## src/rtl/axil_sdram_arbiter.sv

```systemverilog
// -----------------------------------------------------------------------------
// axil_sdram_arbiter
//
// Shares one AXI-Lite SDRAM slave port between NUM_MASTERS requesters, such as
// the CPU and the video fetch. Arbitration is round-robin. Only one transaction
// is outstanding at a time. The downstream address, data and strobe are muxed
// by a registered grant. Everything runs in the aclk domain.
//
// Ports (N = NUM_MASTERS; master i occupies bits [i*W +: W] of a packed bus)
//   aclk, aresetn                      clock, synchronous active-low reset
//   s_axil_aw{valid,ready,addr}        per-master write address channel
//   s_axil_w{valid,ready,data,strb}    per-master write data channel
//   s_axil_b{valid,ready,resp}         per-master write response channel
//   s_axil_ar{valid,ready,addr}        per-master read address channel
//   s_axil_r{valid,ready,data,resp}    per-master read data channel
//   m_axil_*                           single AXI-Lite port to the SDRAM slave
//                                      (awprot/arprot are tied to 3'b000)
//
// Response data and handshake outputs are driven only on the granted slot.
// Every other slot reads as 0.
// -----------------------------------------------------------------------------
module axil_sdram_arbiter #(
  parameter  int NUM_MASTERS = 2,
  parameter  int ADDR_WIDTH  = 32,
  parameter  int DATA_WIDTH  = 32,
  localparam int STRB_WIDTH  = DATA_WIDTH / 8
) (
  input  logic                              aclk,
  input  logic                              aresetn,

  input  logic [NUM_MASTERS-1:0]            s_axil_awvalid,
  output logic [NUM_MASTERS-1:0]            s_axil_awready,
  input  logic [NUM_MASTERS*ADDR_WIDTH-1:0] s_axil_awaddr,
  input  logic [NUM_MASTERS-1:0]            s_axil_wvalid,
  output logic [NUM_MASTERS-1:0]            s_axil_wready,
  input  logic [NUM_MASTERS*DATA_WIDTH-1:0] s_axil_wdata,
  input  logic [NUM_MASTERS*STRB_WIDTH-1:0] s_axil_wstrb,
  output logic [NUM_MASTERS-1:0]            s_axil_bvalid,
  input  logic [NUM_MASTERS-1:0]            s_axil_bready,
  output logic [NUM_MASTERS*2-1:0]          s_axil_bresp,
  input  logic [NUM_MASTERS-1:0]            s_axil_arvalid,
  output logic [NUM_MASTERS-1:0]            s_axil_arready,
  input  logic [NUM_MASTERS*ADDR_WIDTH-1:0] s_axil_araddr,
  output logic [NUM_MASTERS-1:0]            s_axil_rvalid,
  input  logic [NUM_MASTERS-1:0]            s_axil_rready,
  output logic [NUM_MASTERS*DATA_WIDTH-1:0] s_axil_rdata,
  output logic [NUM_MASTERS*2-1:0]          s_axil_rresp,

  output logic                              m_axil_awvalid,
  input  logic                              m_axil_awready,
  output logic [ADDR_WIDTH-1:0]             m_axil_awaddr,
  output logic [2:0]                        m_axil_awprot,
  output logic                              m_axil_wvalid,
  input  logic                              m_axil_wready,
  output logic [DATA_WIDTH-1:0]             m_axil_wdata,
  output logic [STRB_WIDTH-1:0]             m_axil_wstrb,
  input  logic                              m_axil_bvalid,
  output logic                              m_axil_bready,
  input  logic [1:0]                        m_axil_bresp,
  output logic                              m_axil_arvalid,
  input  logic                              m_axil_arready,
  output logic [ADDR_WIDTH-1:0]             m_axil_araddr,
  output logic [2:0]                        m_axil_arprot,
  input  logic                              m_axil_rvalid,
  output logic                              m_axil_rready,
  input  logic [DATA_WIDTH-1:0]             m_axil_rdata,
  input  logic [1:0]                        m_axil_rresp
);

  localparam int GW = (NUM_MASTERS > 1) ? $clog2(NUM_MASTERS) : 1;

  typedef enum logic [2:0] {
    IDLE,
    RD_ADDR,
    RD_DATA,
    WR_ADDR,
    WR_RESP
  } state_t;

  state_t                  state, state_next;
  logic [GW-1:0]           grant, last_grant;
  logic                    aw_done, w_done;
  logic                    aw_done_next, w_done_next;

  logic [NUM_MASTERS-1:0]  wr_req, req;
  logic                    arb_found;
  logic [GW-1:0]           arb_idx, cand;

  // A write needs both AW and W present so the write never stalls
  // half-issued downstream waiting for a lagging channel.
  assign wr_req = s_axil_awvalid & s_axil_wvalid;
  assign req    = wr_req | s_axil_arvalid;

  assign m_axil_awprot = 3'b000;
  assign m_axil_arprot = 3'b000;

  // Round-robin search that starts at the slot after the last winner.
  always_comb begin
    // NOTE: every variable gets a default before any branch. Without it,
    // a path that skips an assignment infers a latch.
    arb_found = 1'b0;
    arb_idx   = '0;
    cand      = '0;
    for (int k = 1; k <= NUM_MASTERS; k++) begin
      cand = GW'((int'(last_grant) + k) % NUM_MASTERS);
      if (!arb_found && req[cand]) begin
        arb_found = 1'b1;
        arb_idx   = cand;
      end
    end
  end

  always_ff @(posedge aclk) begin
    // NOTE: state is updated with non-blocking assignments. All flops then
    // sample values from before the edge, whatever the statement order.
    if (!aresetn) begin
      state      <= IDLE;
      grant      <= '0;
      last_grant <= GW'(NUM_MASTERS - 1);  // master 0 wins the first round
      aw_done    <= 1'b0;
      w_done     <= 1'b0;
    end else begin
      state   <= state_next;
      aw_done <= aw_done_next;
      w_done  <= w_done_next;
      if (state == IDLE && arb_found) begin
        grant      <= arb_idx;
        last_grant <= arb_idx;
      end
    end
  end

  always_comb begin
    state_next     = state;
    aw_done_next   = aw_done;
    w_done_next    = w_done;

    s_axil_awready = '0;
    s_axil_wready  = '0;
    s_axil_bvalid  = '0;
    s_axil_bresp   = '0;
    s_axil_arready = '0;
    s_axil_rvalid  = '0;
    s_axil_rdata   = '0;
    s_axil_rresp   = '0;

    m_axil_awvalid = 1'b0;
    m_axil_wvalid  = 1'b0;
    m_axil_bready  = 1'b0;
    m_axil_arvalid = 1'b0;
    m_axil_rready  = 1'b0;

    // The payload is muxed continuously. Only the valids qualify it.
    m_axil_awaddr  = s_axil_awaddr[grant*ADDR_WIDTH +: ADDR_WIDTH];
    m_axil_wdata   = s_axil_wdata[grant*DATA_WIDTH +: DATA_WIDTH];
    m_axil_wstrb   = s_axil_wstrb[grant*STRB_WIDTH +: STRB_WIDTH];
    m_axil_araddr  = s_axil_araddr[grant*ADDR_WIDTH +: ADDR_WIDTH];

    unique case (state)
      IDLE: begin
        // If a master has both requests pending, its write goes first.
        if (arb_found) state_next = wr_req[arb_idx] ? WR_ADDR : RD_ADDR;
      end

      RD_ADDR: begin
        m_axil_arvalid        = 1'b1;
        s_axil_arready[grant] = m_axil_arready;
        if (m_axil_arready) state_next = RD_DATA;
      end

      RD_DATA: begin
        s_axil_rvalid[grant]                         = m_axil_rvalid;
        s_axil_rdata[grant*DATA_WIDTH +: DATA_WIDTH] = m_axil_rdata;
        s_axil_rresp[grant*2 +: 2]                   = m_axil_rresp;
        m_axil_rready                                = s_axil_rready[grant];
        if (m_axil_rvalid && s_axil_rready[grant]) state_next = IDLE;
      end

      WR_ADDR: begin
        // AW and W complete independently. A finished channel drops its
        // valid so the slave never sees the same beat twice.
        m_axil_awvalid       = !aw_done;
        m_axil_wvalid        = !w_done;
        s_axil_awready[grant] = m_axil_awready && !aw_done;
        s_axil_wready[grant]  = m_axil_wready && !w_done;
        aw_done_next = aw_done || m_axil_awready;
        w_done_next  = w_done || m_axil_wready;
        if (aw_done_next && w_done_next) begin
          state_next   = WR_RESP;
          aw_done_next = 1'b0;
          w_done_next  = 1'b0;
        end
      end

      WR_RESP: begin
        s_axil_bvalid[grant]       = m_axil_bvalid;
        s_axil_bresp[grant*2 +: 2] = m_axil_bresp;
        m_axil_bready              = s_axil_bready[grant];
        if (m_axil_bvalid && s_axil_bready[grant]) state_next = IDLE;
      end

      default: state_next = IDLE;
    endcase
  end

endmodule

```

## config.mk

```make
export PLATFORM = sky130hd
export DESIGN_NAME = axil_sdram_arbiter
export DESIGN_NICKNAME = d
export VERILOG_FILES = /design/src/rtl/axil_sdram_arbiter.sv
export SDC_FILE = /design/constraint.sdc
export NUM_CORES = 1
export LEC_CHECK = 0
export CORE_AREA = 10 10 164 166
export CTS_BUF_LIST = sky130_fd_sc_hd__clkbuf_8
export DETAILED_ROUTE_END_ITERATION = 6
export DIE_AREA = 0 0 174 176
export PLACE_DENSITY = 0.56
export SYNTH_ARGS = -nofsm -noshare
export SYNTH_HDL_FRONTEND = slang
export SYNTH_SLANG_ARGS = --single-unit
```

## constraint.sdc

```tcl
create_clock -name aclk -period 1.25 [get_ports aclk]
set_input_delay 0.125 -clock aclk [delete_from_list [all_inputs] [get_ports aclk]]
set_output_delay 0.125 -clock aclk [all_outputs]
set_load 0.03 [all_outputs]
```

== Word level (Yosys, flattened, before mapping) ==
Index checks and enable logic that the tools add are counted.

* Add/subtract/negate cells: 4
* Order comparisons: 5
* Equal/unequal tests: 9
* Shift operators: 9
* Multiplexer cells: 38
* Bitwise operators: 10
* Reductions and logical operators: 15

{| class="wikitable"
|+ Operator list
! operator !! number
|-
| variable part select 64 x 7 -> 32 bit || 3
|-
| variable part select 2 x 34 -> 4 bit || 2
|-
| bitwise AND 64 bit || 1
|-
| 2-to-1 mux 64 bit || 1
|-
| variable shift 32 x 34 -> 64 bit (first input constant) || 1
|-
| variable part select 32 x 34 -> 64 bit || 1
|-
| negator 2 -> 34 bit || 1
|-
| negator 6 -> 34 bit || 1
|-
| variable shift 2 x 34 -> 4 bit (first input constant) || 1
|-
| 2-to-1 mux 1 bit || 22
|-
| 2-to-1 mux 3 bit || 5
|-
| case mux 3 bit (5 select lines) || 1
|-
| bitwise AND 2 bit || 6
|-
| 2-to-1 mux 2 bit || 6
|-
| != test 2 bit (second input constant) || 5
|-
| bitwise AND 4 bit || 2
|-
| logical AND 1 bit || 8
|-
| < comparator 1 x 2 -> 1 bit (second input constant) || 4
|-
| 2-to-1 mux 4 bit || 2
|-
| variable part select 8 x 4 -> 4 bit || 1
|-
| equality test 3 x 2 -> 1 bit (second input constant) || 2
|-
| AND reduction 5 bit || 1
|-
| equality test 3 x 1 -> 1 bit (second input constant) || 1
|-
| equality test 3 bit (second input constant) || 1
|-
| 7 further kinds || 11
|}

* Register bits: 7
* Output and inout port bits: 193
* Word-level logic and storage cells: 95

== Logic depth before layout (Yosys ltp) ==
Gate-level depths: netlist of the first run.

* Word-level depth: 13
* Gate-level depth with buffers: 6

== Least setup slack after synthesis of the first run ==
Ideal clock, no wire load.

* Path type: register to output
* Start point: register state[0]
* End point: output s_axil_arready[0]
* Arrival: 1.749 ns
* Data required time: 1.125 ns
* Slack: -0.624 ns
* Cell stages (with the launch flop): 4
* Path buffers: 1
* Cell sequence: dfxtp_1 buf_2 nor3b_1 and3_1

* Cells in the longest elaborated chain, start to end: 2

{| class="wikitable"
|+ RTL lines
! what !! line !! source
|-
| start: declaration || 80 || <nowiki>state_t state, state_next;</nowiki>
|-
| start signal: assignment || 123 || <nowiki>state <= state_next;</nowiki>
|-
| equality test 3 x 1 -> 1 bit || 159 || <nowiki>unique case (state)</nowiki>
|-
| 2-to-1 mux 2 bit || 159 ||
|-
| end: declaration || 42 || <nowiki>output logic [NUM_MASTERS-1:0] s_axil_arready,</nowiki>
|}

Every way passes these cells.

== Worst setup path after layout of the first run ==
* Start point: register state[1]
* End point: output s_axil_rdata[26]

* Cells in the longest elaborated chain, start to end: 2

{| class="wikitable"
|+ RTL lines
! what !! line !! source
|-
| equality test 3 x 2 -> 1 bit || 159 ||
|-
| 2-to-1 mux 64 bit || 159 ||
|-
| end: declaration || 46 || <nowiki>output logic [NUM_MASTERS*DATA_WIDTH-1:0] s_axil_rdata,</nowiki>
|}

Every way passes these cells.

==> out/qor.yml, run 1 <==
critical_path:
  worstSetupStartpointType: "flip-flop"
  crit_chain: "inv_2, or3_4, nor2_8, clkbuf_16, and2_2, buf_6"
  critPathMaxStageDelay_ns: 0.43
  path_class: "reg -> out"
  critPathRequiredTime_ns: 1.12
  crit_arrival_ns: 1.63
  critPathMaxFanout: 17
  rr_endpoint: "state[1]$_SDFFE_PN0P_"
  critPathCaptureType: "primary output"
  r2r_start: "grant$_SDFFE_PN0P_"
  reg2reg_depth: 7
  r2r_slack_ns: -0.20
  crit_slowest_cell: "or3_4"
logic_synthesis:
  syn-cell-area_um2: 2312
  synth_top_area_share_pct: 48.70
  synth_cell_type_count: 31
  syn_avg_cell_area_um2: 8.596
  yosys_warnings: 0
  synth-seq-cells: 7
  ys_seq_area_share_pct: 6.061
  synthTopCellsByArea: "mux2_2, and2_1, dfxtp_1, buf_4, buf_6"
  synth_top_area_cell: "mux2_2"
  netlist_instances: 269
place:
  place_congestion: 0.8179
  port_buffers: 439
  dp_hpwl_um: 18160
  placedInstanceArea_um2: 7330
route:
  wirelength_met1_um: 8448
  wl_met2_um: 11690
  viasPerCell: 3.755
  top_layer: "met4"
  drc: 0
  ant_nets: 0
  dr_total_vias: 4130
  wl_met3_um: 2112
  wl_um: 22300
  dr.pass1.iters: 4
  wire_per_inst_um: 20.27
  drtIter0Drc: 89
sta:
  maxSlewViolCount: 0
  period_share_pct: 140.2
  final.setup_skew_ns: 0.003259
  fin_setup_tns_ns: -71.06
  finalSetupViolations: 189
  rsz0062_at_grt: "yes"
  hold_viol: 0
  layout_setup_ws_ns: -0.5021
  max_freq_mhz: 570.7
  period_needed_ns: 1.752
hold_path:
  hp-start: "aresetn"
  whs_path_depth: 3
  worstHoldPathType: "in -> reg"
  worstHoldEndpoint: "last_grant$_SDFFE_PN1P_"
final_layout:
  utilization_pct: 38.37
  fin_area_um2: 9140
  antenna-diode-count: 0
  post_route_cells_drive_above_1_share_pct: 62.11
  syn2layout_area_growth_pct: 295.3
  finalNetCount: 1030
  nFillCells: 2321
cts:
  clockRootBuffer: "clkbuf_8"
  htree_levels: 1
  cts_max_path_buffers: 2
  cts.sinks: 7
  cts_tree: "done"
  clkLatencyLatePin_ns: 0.23
  cts_buffers: 3
  clk_pin_slew_ns: 0.04
  postCtsHoldBufs: 0
floorplan:
  ios: 446
  core_area_um2: 23820
  fp.dieW_um: 174
  die_y_um: 176
  die_area_um2: 30620
  start_util_pct: 9.707
  num_rows: 57
grt:
  grt_max_degree: 36
  antenna_found_initial: 0
  grt_pass1_vias: 4701
  grt_usage_pct: 12.72
  grt_overflow: 0
  grt_pass1_wl_um: 30430
outcome:
  violations: "setup timing"
  status: "finished with violations"
pwr:
  leakagePower_nw: 4.051
  powerDensity_nw_per_um2: 1190
  peakVddDrop_v: 0.0006384
flow_run:
  maxCapViolations: 0
## flip-flops by register name, indices dropped and copies added, names as in the netlist
register / count
w_done: 1
last_grant: 1
aw_done: 1
grant: 1
state: 3
## placed cells by master, fill, tap and decap left out, drive strengths merged, types with 2 or more instances in the layout
master         netlist  routed
a2111oi              2       2
nand2                4       4
mux2i                2       2
buf                 26     271
dfxtp                7       7
o21ai                5       5
nor3                 4       4
nor2                12      12
nor3b                3       3
clkdlybuf4s50        0     252
conb                 1       6
a21oi                4       4
and3                10      10
inv                  3       3
nor2b                2       2
clkbuf               0       4
mux2               100     100
a21o                 2       2
and2                72      72
## per-stage QoR
stage / total power, W / hold WS, ns / instances / setup WS [ns]
floorplan: 0.004540 / 0.1869 / 274 / -0.2415
global placement: 0.007757 / 0.5561 / 1043 / -0.4803
detailed placement: 0.007761 / 0.5791 / 1043 / -0.4925
CTS: 0.009967 / 0.5756 / 1092 / -0.5448
global route: 0.01138 / 0.5900 / 1100 / -0.5808
finish: 0.01087 / 0.5665 / 1100 / -0.5021
## what timing repair did
| item | CTS | global route |
|---|---|---|
| resized for setup | 481 | 215 |
| buffers inserted | 38 | 14 |
| pin swaps | 13 | 5 |
| cloned | 7 | 1 |
| setup endpoints to repair | 189 | 193 |
## critical path: cells and delay by family (launching register included)
kind | cells | cell delay (ns)
simple gates | 3 | 0.73
flops | 1 | 0.32
buf+inv | 3 | 0.35
## worst max-delay path by stage
stage | start | endpoint
detailed placement | grant$_SDFFE_PN0P_ | m_axil_wdata[12]
global placement | grant$_SDFFE_PN0P_ | m_axil_wdata[12]
floorplan | state[0]$_SDFFE_PN0P_ | s_axil_bvalid[1]
CTS | state[1]$_SDFFE_PN0P_ | s_axil_rdata[3]
finish | state[1]$_SDFFE_PN0P_ | s_axil_rdata[26]
global route | state[1]$_SDFFE_PN0P_ | s_axil_rdata[40]
## logic make-up after synthesis
| family | share of synthesized area [%] |
|---|---|
| AO/OA/AOI/OAI | 5.628 |
| multiplexers | 49.57 |
| buffers and inverters | 8.712 |
| other | 0.1622 |
| flip-flops | 6.060 |
| AND/OR/NAND/NOR | 29.87 |
## synth_stat cells, drive strengths merged
library cell	number
mux2	100
nand2	4
dfxtp	7
o31ai	1
a221oi	1
o211ai	1
nand3	1
o221a	1
a21o	2
a21oi	4
nor2	12
o21ai	5
mux2i	2
nand2b	1
nand3b	1
inv	3
conb	1
a21boi	1
or3	1
nor2b	2
and3	10
a2111oi	2
buf	26
nor3b	3
nor3	4
o211a	1
and2	72
## metal layers
| metal | track usage, % | vias to the layer above |
|---|---|---|
| met5 | 0 | - |
| met4 | 0.7481 | 0 |
| met3 | 4.998 | 4 |
| met2 | 23.43 | 238 |
| met1 | 14.14 | 1937 |
| li1 | - | 1951 |
## area by class of cell
cell class                 count  area [um2]  area share, %
tap                          324       405.4          4.435
clock inverter                 1       3.754        0.04107
inverter                       3       15.01         0.1643
sequential                     7       147.6          1.615
multi-input combinational    238        2641          28.90
timing repair buffer         524        5886          64.39
clock buffer                   3       41.29         0.4517
## where the power goes
group,leakage [nW],switching (W),internal [W]
logic,3.96,0.00454,0.00567
registers,0.0592,0.0000638,0.000286
clock network,0.0269,0.0000998,0.000212
total,4.05,0.00471,0.00617
No activity file was read; power rests on OpenSTA's default activity.
==> run 2, diff against run 1 <==
Settings changed: ABC_CLOCK_PERIOD_IN_PS set to 1250.
==> results of run 2 <==
The final DEF is identical to that of run 1; final timing and power are the same.
==> run 3, diff against run 2 <==
Settings changed: CTS_CLUSTER_DIAMETER set to 60.
==> results of run 3 <==
The final DEF is identical to that of run 1; final timing and power are the same.
